`config.mk`:
```
export PLATFORM = sky130hd
export DESIGN_NAME = gpioemu
export DESIGN_NICKNAME = d
export VERILOG_FILES = /design/src/rtl/gpioemu.sv
export SDC_FILE = /design/constraint.sdc
export NUM_CORES = 1
export LEC_CHECK = 0
export ABC_AREA = 1
export CAP_MARGIN = 25
export CORE_AREA = 2 2 196 198
export DETAILED_ROUTE_END_ITERATION = 10
export DIE_AREA = 0 0 198 200
export DONT_BUFFER_PORTS = 1
export PLACE_DENSITY = 0.69
export SLEW_MARGIN = 20
export SYNTH_ARGS = -nofsm -noshare
export SYNTH_HDL_FRONTEND = slang
export SYNTH_SLANG_ARGS = --single-unit
```
`constraint.sdc`:
```
create_clock -name clk -period 10.06 [get_ports clk]
set_clock_uncertainty 0.2 [all_clocks]
set_input_delay 1.509 -clock clk [delete_from_list [all_inputs] [get_ports clk]]
set_output_delay 1.509 -clock clk [all_outputs]
set_load 0.03 [all_outputs]
```
`src/rtl/gpioemu.sv`:
```
// Memory-mapped GPIO emulator with an iterative-subtraction GCD engine on a strobe bus.
// Strobes are synchronised and edge-detected so a held strobe performs exactly one access.
module gpioemu #(
  parameter logic [15:0] ADDR_A1 = 16'h00F8,
  parameter logic [15:0] ADDR_A2 = 16'h00FC,
  parameter logic [15:0] ADDR_W  = 16'h0100,
  parameter logic [15:0] ADDR_S  = 16'h0104
) (
  input  logic        clk,
  input  logic        n_reset,
  input  logic [15:0] saddress,
  input  logic        srd,
  input  logic        swr,
  input  logic [31:0] sdata_in,
  output logic [31:0] sdata_out,
  input  logic [31:0] gpio_in,
  input  logic        gpio_latch,
  output logic [31:0] gpio_out,
  output logic [31:0] gpio_in_s_insp
);

  typedef enum logic [0:0] {StIdle, StRun} state_e;

  logic        srd_s_q, srd_h_q, swr_s_q, swr_h_q, lat_s_q, lat_h_q;
  logic [31:0] gpio_in_s_q;

  always_ff @(posedge clk or posedge n_reset) begin
    if (n_reset) begin
      srd_s_q     <= 1'b0;
      srd_h_q     <= 1'b0;
      swr_s_q     <= 1'b0;
      swr_h_q     <= 1'b0;
      lat_s_q     <= 1'b0;
      lat_h_q     <= 1'b0;
      gpio_in_s_q <= '0;
    end else begin
      srd_s_q     <= srd;
      srd_h_q     <= srd_s_q;
      swr_s_q     <= swr;
      swr_h_q     <= swr_s_q;
      lat_s_q     <= gpio_latch;
      lat_h_q     <= lat_s_q;
      gpio_in_s_q <= gpio_in;
    end
  end

  logic rd_edge, wr_edge, lat_edge, start;
  assign rd_edge  = srd_s_q & ~srd_h_q;
  assign wr_edge  = swr_s_q & ~swr_h_q;
  assign lat_edge = lat_s_q & ~lat_h_q;
  assign start    = wr_edge && (saddress == ADDR_A2);

  state_e      state_q;
  logic [31:0] a1_q, a2_q, w_q, a_q, b_q;
  logic        busy_q, done_q;
  // Reads are served one clock after the edge so a coincident write is already visible.
  logic        rd_pend_q;
  logic [15:0] rd_addr_q;

  always_ff @(posedge clk or posedge n_reset) begin
    if (n_reset) begin
      state_q        <= StIdle;
      a1_q           <= '0;
      a2_q           <= '0;
      w_q            <= '0;
      a_q            <= '0;
      b_q            <= '0;
      busy_q         <= 1'b0;
      done_q         <= 1'b0;
      rd_pend_q      <= 1'b0;
      rd_addr_q      <= '0;
      sdata_out      <= '0;
      gpio_out       <= '0;
      gpio_in_s_insp <= '0;
    end else begin
      if (lat_edge) gpio_in_s_insp <= gpio_in_s_q;
      if (wr_edge && (saddress == ADDR_A1)) a1_q <= sdata_in;

      rd_pend_q <= rd_edge;
      if (rd_edge) rd_addr_q <= saddress;
      if (rd_pend_q) begin
        case (rd_addr_q)
          ADDR_A1: sdata_out <= a1_q;
          ADDR_A2: sdata_out <= a2_q;
          ADDR_W:  sdata_out <= w_q;
          ADDR_S:  sdata_out <= {30'b0, done_q, busy_q};
          default: sdata_out <= '0;
        endcase
      end

      // A start always wins, which also aborts a run already in progress.
      if (start) begin
        a2_q <= sdata_in;
        a_q  <= a1_q;
        b_q  <= sdata_in;
        if (a1_q == '0 && sdata_in == '0) begin
          w_q      <= '0;
          gpio_out <= '0;
          busy_q   <= 1'b0;
          done_q   <= 1'b1;
          state_q  <= StIdle;
        end else begin
          busy_q  <= 1'b1;
          done_q  <= 1'b0;
          state_q <= StRun;
        end
      end else begin
        case (state_q)
          StIdle: ;
          StRun: begin
            if (b_q == '0 || a_q == b_q) begin
              w_q      <= a_q;
              gpio_out <= a_q;
              busy_q   <= 1'b0;
              done_q   <= 1'b1;
              state_q  <= StIdle;
            end else if (a_q == '0) begin
              w_q      <= b_q;
              gpio_out <= b_q;
              busy_q   <= 1'b0;
              done_q   <= 1'b1;
              state_q  <= StIdle;
            end else if (a_q > b_q) begin
              a_q <= a_q - b_q;
            end else begin
              b_q <= b_q - a_q;
            end
          end
          default: state_q <= StIdle;
        endcase
      end
    end
  end

endmodule

```
Yosys cells after proc, flatten, opt, wreduce, memory -nomap -nowiden
Index checks and enable logic that the tools add are counted.

word-level totals
  input port bits = 85
  output and inout port bits = 96
  flip-flop bits (word level) = 282

operators by class
  $lt $le $gt $ge = 1
  equality and inequality tests = 11
  bitwise logic cells = 6
  add/sub/neg operators = 2
  muxes and demuxes = 30
  reduce and logical (&&, ||, !) cells = 15

operator list
  kind                   number
  $mux W32               15
  $logic_not A32 Y1      4
  $pmux W32 S4           1
  $eq A16 B8 Y1 const B  4
  $sub A32 B32 Y32       2
  $eq A16 B9 Y1 const B  2
  $eq A32 B32 Y1         1
  $gt A32 B32 Y1         1
  $mux W1                14
  $reduce_and A4 Y1      2
  $ne A2 B2 Y1 const B   3
  $reduce_bool A2 Y1     2
  $and A1 B1 Y1          3
  $logic_and A1 B1 Y1    3
  $not A1 Y1             3
  $reduce_and A3 Y1      1
  $reduce_bool A3 Y1     1
  $ne A2 B1 Y1 const B   1
  $reduce_and A2 Y1      1
  $logic_or A1 B1 Y1     1

Logic depth before layout (Yosys ltp)
  word-level depth = 6
  gate-level depth with buffers = 18
  mapped depth without buffers = 17

Least setup slack after synthesis
No wires, ideal clock.

  path kind = input-to-reg
  start point = input saddress[0]
  end point = register a_q[13]
  stages = 10
  library setup time = 117 ps
  arrival = 2857 ps
  setup slack = 6887 ps
  path buffers = 2
  path through = inv_1 -> nand2_1 -> nor4_1 -> nand3_1 -> inv_1 -> clkbuf_1 -> buf_1 -> o21ai_0 -> nand2_1 -> nand2_1

on the way
  word-level cells in the longest chain between the ends = 4
  elaborated cells between the ends (all ways) = 8
  classes of those cells = eq/ne (3); mux (1); reduce/logical (4)

ends and longest elaborated chain
  item                                                                        RTL line  text
  start, declared                                                             11        input logic [15:0] saddress,
  $eq A16 B8 Y1 *                                                             51        assign start = wr_edge && (saddress == ADDR_A2);
  $logic_and A1 B1 Y1 *                                                       51
  $ne A2 B2 Y1 (no source line) / $reduce_bool A2 Y1 (equally long branches)  n/a
  $reduce_and A4 Y1 (no source line)                                          n/a
  end signal, assigned                                                        94        a_q <= a1_q;
  end signal, assigned                                                        124       a_q <= a_q - b_q;
  end, declared                                                               54        logic [31:0] a1_q, a2_q, w_q, a_q, b_q;

Mark *: on every way between the ends. The rest lies on a longest branch, timed or not.
A chain may end at the register's enable or synchronous reset.

Worst setup path in the final report
  start point = input saddress[0]
  end point = register w_q[7]

on the way
  word-level cells in the longest chain between the ends = 4
  elaborated cells between the ends (all ways) = 7
  classes of those cells = eq/ne (2); mux (1); reduce/logical (4)

ends and longest elaborated chain
  item                                                         RTL line  text
  $eq A16 B8 Y1 *                                              51
  $logic_and A1 B1 Y1 *                                        51
  $ne A2 B1 Y1 (no source line), or another cell as far along  n/a
  $reduce_and A3 Y1 (no source line)                           n/a
  end signal, assigned                                         112       w_q <= a_q;
  end signal, assigned                                         118       w_q <= b_q;
  end, declared                                                54

Marked as above.

==> qor.yml <==
grt:
  gr-total-overflow: 0
  grt_start_max_net_pins: 143
  grt_pass1_wl_um: 83470
  use_met2_pct: 42.96
  grt_use_met1_pct: 37.44
  globalRoute.busiestLayer: "met2"
  antenna_found_initial: 2
  gr-usage-met3_pct: 4.721
  grt_pass1_vias: 14465
  grt.total_usage_pct: 27.25
floorplanning:
  start_util_pct: 44.43
  io_pins: 181
  dieWidth_um: 198
  num_rows: 71
  die_y_um: 200
  coreArea_sq_mm: 0.03740
  dieArea_sq_mm: 0.03960
routing:
  drc: 0
  dr.pass1.iters: 7
  drt_iter0_drc: 1609
  wl_per_cell_um: 19.59
  routed_wl_um: 54560
  vias_per_cell: 5.422
  num_vias: 15101
  antenna_left: 0
logic_synthesis:
  ys_ff_latch: 282
  synth_top_cell_by_area: "dfrtp_1"
  synth_commonest_cells: "938 x nand2_1, 292 x inv_1, 282 x dfrtp_1"
  synth_most_common_cell: "nand2_1"
  synth_edf_count: 0
  syn_inst: 2295
  syn_nets: 2445
  yosys-top-cells-area: "dfrtp_1 42%, nand2_1 21%, inv_1 6.6%"
  synth_ff_type: "dfrtp_1"
  async_flop_share_pct: 100.0
  synth.top_cell.area_share_pct: 42.46
  synth_area_sq_mm: 0.01662
  avgSynthCellArea_sq_um: 7.241
  synth.distinct_cells: 39
  yosysWarnings: 0
  yosysSeqAreaShare_pct: 42.46
sta:
  relSlewSlack_pct: 33.40
  layout_min_cycle_time_ns: 4.354
  setup_viol: 0
  tightest_slew_ns: 0.9979
  fin_setup_tns_ns: 0
  fin_crit_sh_pct: 43.28
  fmax_mhz: 229.7
  slew_violations: 0
  hold_viol: 0
  rsz0062_at_grt: "no"
power_and_ir_drop:
  clkPwrFrac_pct: 44.8
  power.leakage_uw: 0.009668
  seqPwrFrac_pct: 51.8
  switchingPower_uw: 564.6
  intPower_uw: 1808
  peakVddDrop_uv: 120.0
  p_per_area_mw_per_mm2: 131.9
  swShare_pct: 23.80
  comb_power_share_pct: 3.4
placed_design:
  portBuffers: 0
  post_dp_cell_area_sq_mm: 0.01698
  dp_hpwl_um: 41900
  dp_cells: 2730
  place_congestion: 0.9880
cts:
  clock-sinks: 282
  clk_pin_slew_worst_paths_ns: 0.07
  cts_tree: "built"
  clkLatencyLatePin_ns: 0.57
  root_buffer: "clkbuf_16"
  numCtsBuffers: 28
  cts_hold_buf: 0
  cts.path.max_buffers: 3
  htreeDepth: 1
  cts_resized: 0
  postCtsSetupRepairBufs: 0
status:
  status: "completed"
finish:
  fin_cells: 2785
  area_growth_pct: 8.206
  fin_nets: 2402
  layout-drive-gt1-share_pct: 5.634
  design_area_sq_mm: 0.01798
  fin_util_pct: 48.08
job:
  drv_cap: 0
critical_path:
  setup.worst_path.class: "primary input to flip-flop"
  cp_max_fo: 55
  endpoint_kind: "flip-flop"
  required_ns: 10.34
  cp.arrival_ns: 4.63
  startpoint_type: "primary input"
hold_path:
  hold_path.class: "flip-flop to flip-flop"
-- critical path, cell delays in order --
cell,delay (ns)
inv_1,0.05
nand2_1,0.10
nor3_1,0.33
nand3_4,0.53
buf_4,0.54
clkinv_1,0.13
buf_4,0.38
nand2_1,0.18
nand2_2,0.58
nand2_1,0.12
o21ai_1,0.11
-- power by group through the flow --
stage / Combinational (uW) / Sequential [uW] / Clock (uW)
after floorplan: 60.3 / 1240 / 0
after global placement: 75.6 / 1250 / 0
after detailed placement: 77.8 / 1250 / 0
after CTS: 78.3 / 1230 / 1070
after global routing: 90.8 / 1230 / 1120
final: 80.1 / 1230 / 1060
-- flip-flops by register name, indices dropped and copies added, names as in the netlist --
signal / cells
a1_q: 32
a2_q: 32
a_q: 32
b_q: 32
busy_q: 1
done_q: 1
gpio_in_s_insp: 32
gpio_in_s_q: 32
lat_h_q: 1
lat_s_q: 1
rd_addr_q: 16
rd_pend_q: 1
sdata_out: 32
srd_h_q: 1
srd_s_q: 1
state_q: 1
swr_h_q: 1
swr_s_q: 1
w_q: 32
-- per-stage QoR --
step	total power (uW)	setup slack, ns	hold WS (ns)
after detailed placement	1328	5.234	0.1729
after global placement	1324	5.367	0.1589
after floorplan	1303	0.5721	0.1537
after global routing	2444	5.480	0.1824
after CTS	2377	5.788	0.1781
final	2372	5.706	0.1749
-- routing by layer --
| layer | share of wire [%] | vias to the layer above | routed length (um) |
|---|---|---|---|
| met5 | 0 | - | 0 |
| met4 | 4.0 | 0 | 2209 |
| met3 | 9.3 | 121 | 5091 |
| met2 | 44 | 758 | 23860 |
| met1 | 43 | 7133 | 23400 |
| li1 | - | 7089 | - |
-- area by class of cell --
cell class | count | area (sq um)
Clock inverter | 9 | 116.4
Multi-Input combinational cell | 1627 | 8058
Sequential cell | 282 | 7057
Inverter | 295 | 1115
Tap cell | 511 | 639.4
Fill cell | 3635 | 19420
Clock buffer | 41 | 809.5
Antenna cell | 2 | 5.005
Timing Repair Buffer | 18 | 182.7
-- cells in the final DEF (no fill, tap or decap), types with 3 or more instances in the layout --
cell type and count:
nor2_1 104, clkbuf_1 7, and2_1 4, nand3_1 164, nand4_1 21, xnor2_1 11, nor3_1 11, nand2_1 938
o21ai_1 44, a21oi_1 45, clkbuf_16 28, nor2_2 5, o21ai_0 54, o21bai_1 11, o211ai_1 51, buf_4 15
ha_1 63, clkbuf_8 6, xor2_1 23, nor4_1 11, dfrtp_1 282, inv_1 291, clkinv_2 4, nand3b_1 3
mux2_2 47
-- final timing paths --
| path | from | to | slack, ns | cells after the start |
|---|---|---|---|---|
| max | saddress[0] | w_q[7] | 5.71 | 11 |
| min | lat_s_q | lat_h_q | 0.17 | 0 |
| max reg2reg | swr_s_q | w_q[7] | 6.13 | 12 |
| min reg2reg | lat_s_q | lat_h_q | 0.17 | 0 |
| max in group asynchronous | n_reset | sdata_out[5] | 7.58 | 4 |
| min in group asynchronous | n_reset | gpio_in_s_insp[12] | 0.60 | 1 |
-- cell families (layout without fill, tap and decap cells) --
| kind of cell | count (synthesis) | after routing | synth area share, % |
|---|---|---|---|
| AO/OA/AOI/OAI | 211 | 211 | 7.469 |
| XOR/XNOR | 34 | 34 | 1.792 |
| adder cells (fa/ha/maj) | 65 | 65 | 4.984 |
| buffers and inverters | 386 | 363 | 9.148 |
| flip-flops | 282 | 282 | 42.46 |
| multiplexers | 47 | 47 | 3.185 |
| other | 0 | 2 | 0 |
| AND/OR/NAND/NOR | 1270 | 1270 | 30.96 |
No activity file was read; power rests on OpenSTA's default activity.
